`src/rtl/operand_triplet_loader_pkg.sv`:
```
// Shared definitions for the operand triplet loader and the comparator stage it feeds.
package operand_triplet_loader_pkg;

  // Default operand width, shared with the three-operand comparator stage
  localparam int OTL_WIDTH = 3;

  // Loader state encoding
  typedef enum logic [1:0] {
    LOAD_A = 2'd0,
    LOAD_B = 2'd1,
    LOAD_C = 2'd2,
    EVAL   = 2'd3
  } otl_state_t;

endpackage

```
`src/rtl/operand_triplet_loader_sat_counter.sv`:
```
// Saturating up-counter with synchronous clear; clear wins over increment.
module operand_triplet_loader_sat_counter #(
  parameter int CNT_W = 8
) (
  input  logic             clk,
  input  logic             rst_n,
  input  logic             inc,
  input  logic             clr,
  output logic [CNT_W-1:0] count
);

  logic [CNT_W-1:0] count_q;
  logic [CNT_W-1:0] count_d;

  // Next count: clear to zero, otherwise increment unless already all-ones
  always_comb begin
    count_d = count_q;
    if (clr) begin
      count_d = '0;
    end else if (inc && (count_q != {CNT_W{1'b1}})) begin
      count_d = count_q + 1'b1;
    end
  end

  // Count register
  always_ff @(posedge clk or negedge rst_n) begin
    if (!rst_n) begin
      count_q <= '0;
    end else begin
      count_q <= count_d;
    end
  end

  assign count = count_q;

endmodule

```
`src/rtl/operand_triplet_loader.sv`:
```
// Assembles a serial operand stream into (a, b, c) triplets, presents each
// triplet to the comparator for one cycle and registers the 1-bit result.
module operand_triplet_loader
  import operand_triplet_loader_pkg::*;
#(
  parameter int WIDTH = OTL_WIDTH,
  parameter int CNT_W = 8
) (
  input  logic             clk,
  input  logic             rst_n,
  input  logic             clear,
  input  logic             in_valid,
  input  logic [WIDTH-1:0] in_data,
  output logic             in_ready,
  output logic [WIDTH-1:0] a,
  output logic [WIDTH-1:0] b,
  output logic [WIDTH-1:0] c,
  output logic             cmp_valid,
  input  logic             cmp_out,
  output logic             res_valid,
  output logic             res_bit,
  output logic [CNT_W-1:0] hit_count,
  output logic             busy
);

  otl_state_t       state_q, state_d;
  logic [WIDTH-1:0] sa_q, sa_d;
  logic [WIDTH-1:0] sb_q, sb_d;
  logic [WIDTH-1:0] a_q, a_d;
  logic [WIDTH-1:0] b_q, b_d;
  logic [WIDTH-1:0] c_q, c_d;
  logic             res_bit_q, res_bit_d;
  logic             res_valid_q, res_valid_d;
  logic             handshake;
  logic             hit_inc;

  assign handshake = in_valid & in_ready;

  // State register
  always_ff @(posedge clk or negedge rst_n) begin
    if (!rst_n) begin
      state_q <= LOAD_A;
    end else begin
      state_q <= state_d;
    end
  end

  // Next-state logic: clear always returns to LOAD_A, EVAL lasts one cycle
  always_comb begin
    state_d = state_q;
    if (clear) begin
      state_d = LOAD_A;
    end else begin
      case (state_q)
        LOAD_A:  if (handshake) state_d = LOAD_B;
        LOAD_B:  if (handshake) state_d = LOAD_C;
        LOAD_C:  if (handshake) state_d = EVAL;
        EVAL:    state_d = LOAD_A;
        default: state_d = LOAD_A;
      endcase
    end
  end

  // Output decode from state only; in_ready never depends on in_valid
  always_comb begin
    in_ready  = (state_q != EVAL);
    cmp_valid = (state_q == EVAL);
    busy      = (state_q != LOAD_A);
  end

  // Datapath next values: a/b/c are loaded together so the comparator
  // never sees a mixed triplet; a clear suppresses every update
  always_comb begin
    sa_d        = sa_q;
    sb_d        = sb_q;
    a_d         = a_q;
    b_d         = b_q;
    c_d         = c_q;
    res_bit_d   = res_bit_q;
    res_valid_d = 1'b0;
    if (!clear) begin
      case (state_q)
        LOAD_A: if (handshake) sa_d = in_data;
        LOAD_B: if (handshake) sb_d = in_data;
        LOAD_C: begin
          if (handshake) begin
            a_d = sa_q;
            b_d = sb_q;
            c_d = in_data;
          end
        end
        EVAL: begin
          res_bit_d   = cmp_out;
          res_valid_d = 1'b1;
        end
        default: ;
      endcase
    end
  end

  // Datapath registers
  always_ff @(posedge clk or negedge rst_n) begin
    if (!rst_n) begin
      sa_q        <= '0;
      sb_q        <= '0;
      a_q         <= '0;
      b_q         <= '0;
      c_q         <= '0;
      res_bit_q   <= 1'b0;
      res_valid_q <= 1'b0;
    end else begin
      sa_q        <= sa_d;
      sb_q        <= sb_d;
      a_q         <= a_d;
      b_q         <= b_d;
      c_q         <= c_d;
      res_bit_q   <= res_bit_d;
      res_valid_q <= res_valid_d;
    end
  end

  // A hit is counted only for a completed evaluation that was not aborted
  assign hit_inc = (state_q == EVAL) && cmp_out && !clear;

  operand_triplet_loader_sat_counter #(
    .CNT_W(CNT_W)
  ) u_hit_counter (
    .clk   (clk),
    .rst_n (rst_n),
    .inc   (hit_inc),
    .clr   (clear),
    .count (hit_count)
  );

  assign a         = a_q;
  assign b         = b_q;
  assign c         = c_q;
  assign res_bit   = res_bit_q;
  assign res_valid = res_valid_q;

endmodule

```
`config.mk`:
```
export PLATFORM = sky130hd
export DESIGN_NAME = operand_triplet_loader
export DESIGN_NICKNAME = d
export VERILOG_FILES = /design/src/rtl/operand_triplet_loader_pkg.sv /design/src/rtl/operand_triplet_loader_sat_counter.sv /design/src/rtl/operand_triplet_loader.sv
export SDC_FILE = /design/constraint.sdc
export NUM_CORES = 1
export LEC_CHECK = 0
export ABC_AREA = 0
export BUFFER_PORTS_ARGS = -buffer_cell sky130_fd_sc_hd__buf_4
export CAP_MARGIN = 10
export CORE_MARGIN = 2
export CORE_UTILIZATION = 45
export CTS_BUF_LIST = sky130_fd_sc_hd__clkbuf_8
export DETAILED_ROUTE_END_ITERATION = 10
export PLACE_DENSITY = 0.73
export SLEW_MARGIN = 10
export SYNTH_ARGS = -nofsm -noshare
export SYNTH_HDL_FRONTEND = slang
export SYNTH_SLANG_ARGS = --single-unit
export TNS_END_PERCENT = 1
```
`constraint.sdc`:
```
create_clock -name clk -period 1.5 [get_ports clk]
set_input_delay 0.075 -clock clk [delete_from_list [all_inputs] [get_ports clk]]
set_output_delay 0.075 -clock clk [all_outputs]
set_load 0.05 [all_outputs]
```
==> results of run 1 <==
cells by family after synthesis:
family,share of synthesized area [%]
simple gates,13.4
flops,54.5
mux,16.1
compound gates,6.16
buf+inv,2.32
fa+ha+maj,6.05
xor+xnor,1.41
stage by stage:
| stage | hold slack (ns) | cell area, µm² | cells |
|---|---|---|---|
| 2_1_floorplan | -0.221 | 1300 | 103 |
| 3_5_place_dp | 0.00574 | 1590 | 166 |
| 5_1_grt | 0.0473 | 1700 | 172 |
| 3_3_place_gp | 0.00295 | 1590 | 166 |
| 4_1_cts | 0.0529 | 1670 | 171 |
| 6_report | 0.0519 | 1700 | 172 |
cell usage after synthesis, types with 2 or more instances:
library cell,instances
sky130_fd_sc_hd__nor2_1,8
sky130_fd_sc_hd__buf_2,2
sky130_fd_sc_hd__ha_1,6
sky130_fd_sc_hd__mux2_2,16
sky130_fd_sc_hd__nand2_1,4
sky130_fd_sc_hd__and2_1,3
sky130_fd_sc_hd__mux2i_1,2
sky130_fd_sc_hd__dfrtp_1,27
sky130_fd_sc_hd__a211oi_1,3
sky130_fd_sc_hd__o21ai_0,2
sky130_fd_sc_hd__inv_1,5
sky130_fd_sc_hd__a21oi_1,3
sky130_fd_sc_hd__nor3_1,4
sky130_fd_sc_hd__nand4_1,3
sky130_fd_sc_hd__nand3_1,2
flip-flops by register name, indices dropped and copies added (netlist names):
register / flops
c: 3
res_valid: 1
b: 3
res_bit: 1
u_hit_counter.count: 8
a: 3
state_q: 2
sa_q: 3
sb_q: 3
layer usage:
metal | wire length (µm) | share of wire (%)
met2 | 1220 | 51
met5 | 0 | 0
met3 | 120 | 5.0
met1 | 1030 | 43
met4 | 9 | 0.38
path summary, 6_finish.rpt:
path / start / endpoint / depth (start not counted)
min: clear / u_hit_counter.count[3] / 2
min reg2reg: b[2] / b[2] / 1
max: state_q[1] / sb_q[2] / 5
max in group asynchronous: rst_n / u_hit_counter.count[0] / 2
max reg2reg: state_q[1] / sb_q[2] / 5
min in group asynchronous: rst_n / c[2] / 2
final cells by class:
type / instances / area [µm²]
clock buffer: 3 / 41.3
clock inverter: 1 / 7.51
fill: 208 / 983
inverter: 5 / 18.8
multi-input combinational: 69 / 637
sequential: 27 / 683
tap: 31 / 38.8
timing repair buffer: 36 / 277
power breakdown:
| group | internal [µW] | switching [µW] |
|---|---|---|
| clock | 188 | 226 |
| combinational | 617 | 905 |
| sequential | 968 | 149 |
cell usage in the layout (no fill, tap or decap), drive strengths merged, types with 4 or more instances in the layout:
cell	count
nand2	4
nor3	4
nor2	8
dfrtp	27
mux2	16
ha	6
inv	5
buf	35
worst reg2reg max path, cell delays in order, from the launching register on:
cell	delay (ns)
sky130_fd_sc_hd__dfrtp_1	0.45
sky130_fd_sc_hd__ha_4	0.19
sky130_fd_sc_hd__nor3b_2	0.21
sky130_fd_sc_hd__buf_4	0.14
sky130_fd_sc_hd__and2_4	0.17
sky130_fd_sc_hd__mux2_4	0.30
what timing repair did:
item / 4_1_cts / 5_1_grt
endpoints found under the hold margin: 27 / 0
resized for setup: 10 / 9
hold buffers: 1 / 0
pin swaps: 4 / 7
setup endpoints to repair: 17 / 22
buffers inserted: 1 / 1
==> flow_metrics.env, run 1 <==
export IMPL_run_status="finished with violations"
export IMPL_violations_in_the_final_reports="negative setup slack"
export IMPL_rrSetupSlack_ns=-0.05
export IMPL_synth_warnings=0
export IMPL_ys_seq_area_share_pct=54.5
export IMPL_floorplan_die_width_um=56.5
export IMPL_pre_cts_ws_ns=-0.0894
export IMPL_dieHeight_um=56.5
export IMPL_design_die_area_mm2=0.00319
export IMPL_drive_gt1_share_pct=56.7
export IMPL_placementRows=19
export IMPL_setup_worst_path_end_class="flip-flop"
export IMPL_fmax_mhz=644
export IMPL_num_antenna_cells=0
export IMPL_post_route_period_util_pct=104
export IMPL_input_output_buffers=29
export IMPL_overflow=0
export IMPL_cells_after_synth=103
export IMPL_drt_initial_drc_count=20
export IMPL_critical_path_class="reg2reg"
export IMPL_synthDistinctLibCells=28
export IMPL_critical_path_slowest_cell="sky130_fd_sc_hd__dfrtp_1"
export IMPL_synth_largest_area_cell="sky130_fd_sc_hd__dfrtp_1"
export IMPL_worst_endpoint_required_ns=1.66
export IMPL_ys_top_cells_by_area="sky130_fd_sc_hd__dfrtp_1, sky130_fd_sc_hd__mux2_2, sky130_fd_sc_hd__ha_1, sky130_fd_sc_hd__nor2_1, sky130_fd_sc_hd__a211oi_1"
export IMPL_largest_net_degree_at_the_start_of_global_routing=28
export IMPL_clock_sinks=27
export IMPL_grt_util_met1_pct=19.9
export IMPL_tritoncts="built"
export IMPL_clock_tree_htree_level_count=1
export IMPL_setup_slack_ns=-0.0529
export IMPL_tns_ns=-0.549
export IMPL_route_antenna_remaining_nets=0
export IMPL_nets=156
export IMPL_met2_global_route_usage_pct=27.9
export IMPL_floorplan_initialDensity_pct=46.2
export IMPL_clock_root_buffer="sky130_fd_sc_hd__clkbuf_8"
export IMPL_power_density_normalized_to_cell_area_mw_per_mm2=1790
export IMPL_synth_seq_cells=27
export IMPL_end_of_flow_core_utilization_pct=63.4
export IMPL_worst_setup_hold_path_clk_slew_ns=0.10
export IMPL_p_leak_uw=0.000770
export IMPL_global_route_usage_met3_pct=3.69
export IMPL_route_final_wire_length_um=2380
export IMPL_first_pass_iters=3
export IMPL_clock_insertion_delay_worst_skew_ns=0.27
export IMPL_clock_tree_buffer_depth=2
export IMPL_cts_inserted_buffers=3
export IMPL_hold_removal_path_class="in2reg"
export IMPL_crit_buf_inv=1
export IMPL_syn_avg_cell_area_um2=12.0
export IMPL_leading_register_cell_type_out_of_synthesis="sky130_fd_sc_hd__dfrtp_1"
export IMPL_critical_path_max_stage_delay_ns=0.45
export IMPL_grt_util_all_layers_pct=16.0
export IMPL_slew_at_the_pin_closest_to_its_max_slew_limit_ns=0.343
export IMPL_boundaryPins=30
export IMPL_synth_top_area_share_pct=54.5
export IMPL_grt_first_pass_wirelength_um=4070
export IMPL_post_route_min_period_ns=1.55
export IMPL_dp_final_hpwl_um=1720
export IMPL_clock_skew_final_ns=0.00326
export IMPL_maxCapViolCount=0
export IMPL_slew_violations=0
export IMPL_rsz0062_at_grt="yes"
export IMPL_vdd_ir_drop_max_mv=1.23
export IMPL_place_gp_congestion=0.688
export IMPL_critPathMaxFanout=3
export IMPL_routed_wire_length_per_instance_um=13.8
export IMPL_crit_family="flip-flops"
export IMPL_p_total_uw=3050
export IMPL_async_flop_share_pct=100
export IMPL_number_of_antenna_violations_at_the_first_check_in_global_routing=0
export IMPL_dr_total_vias=905
export IMPL_grt_pass1_vias=911
export IMPL_synth_net_count=117
export IMPL_layout_area_overhead_vs_synth_pct=37.3
export IMPL_synth_enable_flop_cells=0
export IMPL_core_area_mm2=0.00269
export IMPL_slew_headroom_pct=77.0
export IMPL_grt_busiest_layer="met2"
export IMPL_drt_drc_violations_left=0
export IMPL_finalHoldViolCount=0
export IMPL_worstPathCellList="ha_4, nor3b_2, buf_4, and2_4, mux2_4"
export IMPL_netlist_area_mm2=0.00124
export IMPL_worst_endpoint_arrival_ns=1.71
export IMPL_vias_per_cell=5.26
export IMPL_critPathLaunchType="flip-flop"
export IMPL_timing_final_setup_violations=15
Power figures use the tool's default switching activity.
==> run 2: changes to the inputs <==
--- a/config.mk
+++ b/config.mk
@@ -12,9 +12,10 @@
 export CORE_UTILIZATION = 45
 export CTS_BUF_LIST = sky130_fd_sc_hd__clkbuf_8
 export DETAILED_ROUTE_END_ITERATION = 10
-export PLACE_DENSITY = 0.73
+export PLACE_DENSITY = 0.72
 export SLEW_MARGIN = 10
 export SYNTH_ARGS = -nofsm -noshare
 export SYNTH_HDL_FRONTEND = slang
+export SYNTH_HIERARCHICAL = 1
 export SYNTH_SLANG_ARGS = --single-unit
 export TNS_END_PERCENT = 1
==> flow_metrics.env, run 2 <==
export IMPL_grt_pass1_vias=1034
export IMPL_clock_root_buffer="sky130_fd_sc_hd__clkbuf_8"
export IMPL_critPathMaxFanout=4
export IMPL_boundaryPins=30
export IMPL_num_antenna_cells=0
export IMPL_placementRows=19
export IMPL_largest_net_degree_at_the_start_of_global_routing=28
export IMPL_first_pass_iters=4
export IMPL_slew_at_the_pin_closest_to_its_max_slew_limit_ns=0.344
export IMPL_crit_family="simple AND/OR/NAND/NOR gates"
export IMPL_floorplan_initialDensity_pct=47.1
export IMPL_maxCapViolCount=0
export IMPL_nets=172
export IMPL_clock_tree_buffer_depth=2
export IMPL_clock_insertion_delay_worst_skew_ns=0.27
export IMPL_flip_flop_count_of_the_largest_register_after_layout=8
export IMPL_input_output_buffers=29
export IMPL_worst_r2r_path_depth=7
export IMPL_synth_largest_area_cell="sky130_fd_sc_hd__dfrtp_1"
export IMPL_violations_in_the_final_reports="negative setup slack"
export IMPL_async_flop_share_pct=100
export IMPL_setup_worst_path_end_class="flip-flop"
export IMPL_synthDistinctLibCells=34
export IMPL_top_count_cell_post_synth="sky130_fd_sc_hd__dfrtp_1"
export IMPL_clock_sinks=27
export IMPL_p_leak_uw=0.000878
export IMPL_clock_skew_final_ns=0.000988
export IMPL_min_to="res_bit"
export IMPL_netlist_area_mm2=0.00130
export IMPL_vias_per_cell=5.32
export IMPL_design_die_area_mm2=0.00334
export IMPL_rrSetupSlack_ns=-0.15
export IMPL_route_antenna_remaining_nets=0
export IMPL_synth_seq_cells=27
export IMPL_slew_violations=0
export IMPL_post_route_period_util_pct=110
export IMPL_drt_initial_drc_count=37
export IMPL_timing_hold_worst_path_depth=2
export IMPL_grt_util_all_layers_pct=18.5
export IMPL_dieHeight_um=57.8
export IMPL_rsz0062_at_grt="yes"
export IMPL_timing_final_setup_violations=21
export IMPL_layout_filler_cells=204
export IMPL_vdd_ir_drop_max_mv=1.42
export IMPL_route_final_wire_length_um=2940
export IMPL_worstPathCellList="ha_4, clkinvlp_4, nor2_4, and2_4, nand3_4, or3_4, a211oi_2"
export IMPL_setup_slack_ns=-0.149
export IMPL_synth_top_area_share_pct=52.0
export IMPL_drive_gt1_share_pct=60.8
export IMPL_yosys_top_cells_count="sky130_fd_sc_hd__dfrtp_1, sky130_fd_sc_hd__mux2_2, sky130_fd_sc_hd__inv_1, sky130_fd_sc_hd__ha_1, sky130_fd_sc_hd__nand2b_1"
export IMPL_layout_common_cells="sky130_fd_sc_hd__buf_4, sky130_fd_sc_hd__dfrtp_1, sky130_fd_sc_hd__mux2_2"
export IMPL_finalHoldViolCount=0
export IMPL_number_of_antenna_violations_at_the_first_check_in_global_routing=0
export IMPL_syn_avg_cell_area_um2=12.4
export IMPL_overflow=0
export IMPL_critPathLaunchType="flip-flop"
export IMPL_critical_path_slowest_cell="sky130_fd_sc_hd__dfrtp_1"
export IMPL_dp_final_hpwl_um=1980
export IMPL_drt_drc_violations_left=0
export IMPL_critical_path_max_stage_delay_ns=0.40
export IMPL_grt_first_pass_wirelength_um=4730
export IMPL_cts_inserted_buffers=3
export IMPL_cells_after_synth=105
export IMPL_core_area_mm2=0.00276
export IMPL_ys_seq_area_share_pct=52.0
export IMPL_crit_reg2reg_launch="state_q[0]"
export IMPL_hold_removal_path_class="in2reg"
export IMPL_tritoncts="built"
export IMPL_clock_tree_htree_level_count=1
export IMPL_layout_area_overhead_vs_synth_pct=47.8
export IMPL_worst_endpoint_required_ns=1.70
export IMPL_run_status="finished with violations"
export IMPL_hp_start="cmp_out"
export IMPL_floorplan_die_width_um=57.8
export IMPL_critical_path_reg2reg_endpoint="u_hit_counter/count[7]"
export IMPL_fmax_mhz=606
export IMPL_p_total_uw=2780
export IMPL_routed_wire_length_per_instance_um=15.5
export IMPL_ys_top_cells_by_area="sky130_fd_sc_hd__dfrtp_1, sky130_fd_sc_hd__mux2_2, sky130_fd_sc_hd__ha_1, sky130_fd_sc_hd__nand2b_1, sky130_fd_sc_hd__nor3b_2"
export IMPL_worst_setup_hold_path_clk_slew_ns=0.09
export IMPL_synth_net_count=118
export IMPL_crit_buf_inv=1
export IMPL_slew_headroom_pct=77.1
export IMPL_power_density_normalized_to_cell_area_mw_per_mm2=1450
export IMPL_dr_total_vias=1005
export IMPL_hold_ws_ns=0.0407
export IMPL_critical_path_class="reg2reg"
export IMPL_synth_enable_flop_cells=0
export IMPL_worst_endpoint_arrival_ns=1.85
export IMPL_most_common_cell_after_layout_fill_and_taps_aside="sky130_fd_sc_hd__buf_4"
export IMPL_post_route_min_period_ns=1.65
export IMPL_place_gp_congestion=0.829
export IMPL_leading_register_cell_type_out_of_synthesis="sky130_fd_sc_hd__dfrtp_1"
export IMPL_synth_warnings=6
[run 2: kinds of logic (layout without fill, tap and decap cells)]
| group | after synthesis | after routing | share of synthesized area, % |
|---|---|---|---|
| simple gates | 32 | 32 | 16.6 |
| flops | 27 | 27 | 52.0 |
| mux | 20 | 20 | 17.1 |
| compound gates | 12 | 12 | 6.26 |
| buf+inv | 9 | 62 | 3.27 |
| fa+ha+maj | 5 | 5 | 4.81 |
[run 2: final cells by class]
| cell class | instances | area [µm²] | area share [%] |
|---|---|---|---|
| inverters | 6 | 28.8 | 1.50 |
| repair buffers | 52 | 404 | 21.0 |
| multi-input cells | 69 | 726 | 37.8 |
| well taps | 31 | 38.8 | 2.02 |
| flip-flops and latches | 27 | 676 | 35.2 |
| clock buffers | 3 | 41.3 | 2.15 |
| clock inverters | 1 | 7.51 | 0.391 |
[run 2: through the flow]
stage	worst slack [ns]	TNS [ns]	utilization, %	instances	instance area (µm²)
after floorplan	-0.646	-5.65	-	105	1330
after global placement	-0.149	-1.69	62.3	183	1720
after detailed placement	-0.236	-2.68	62.3	183	1720
after CTS	-0.127	-1.91	67.3	188	1860
after global routing	-0.217	-3.03	69.7	189	1920
final	-0.149	-1.74	69.7	189	1920
[run 2: worst max path at each step]
stage | startpoint | end | cells after the start | slack (ns)
floorplan | state_q[1] | u_hit_counter/count[7] | 8 | -0.65
global placement | state_q[0] | u_hit_counter/count[7] | 7 | -0.15
detailed placement | state_q[0] | u_hit_counter/count[5] | 7 | -0.24
CTS | state_q[0] | sa_q[0] | 7 | -0.13
global route | state_q[0] | u_hit_counter/count[3] | 7 | -0.22
finish | state_q[0] | u_hit_counter/count[7] | 7 | -0.15
[run 2: report_power, final]
part	internal, µW	switching (µW)	total, µW
Clock	189	236	425
Combinational	530	766	1300
Sequential	937	121	1060
Total	1660	1120	2780
[run 2: routing by layer]
layer,global-route usage [%],share of wire [%],wire length (µm),vias up
met1,22.4,41,1200,497
li1,-,-,-,481
met5,0,0,0,-
met4,5.32,0.34,10,0
met2,32.8,55,1630,25
met3,4.24,3.5,103,2
[run 2: repair_timing]
| action | in CTS | in global routing |
|---|---|---|
| gates resized for setup | 18 | 12 |
| endpoints found under the hold margin | 27 | 0 |
| setup buffers | 0 | 1 |
| cloned | 0 | 0 |
| hold buffers | 1 | 0 |
| pin swaps | 5 | 4 |
| endpoints found under the setup margin | 24 | 25 |
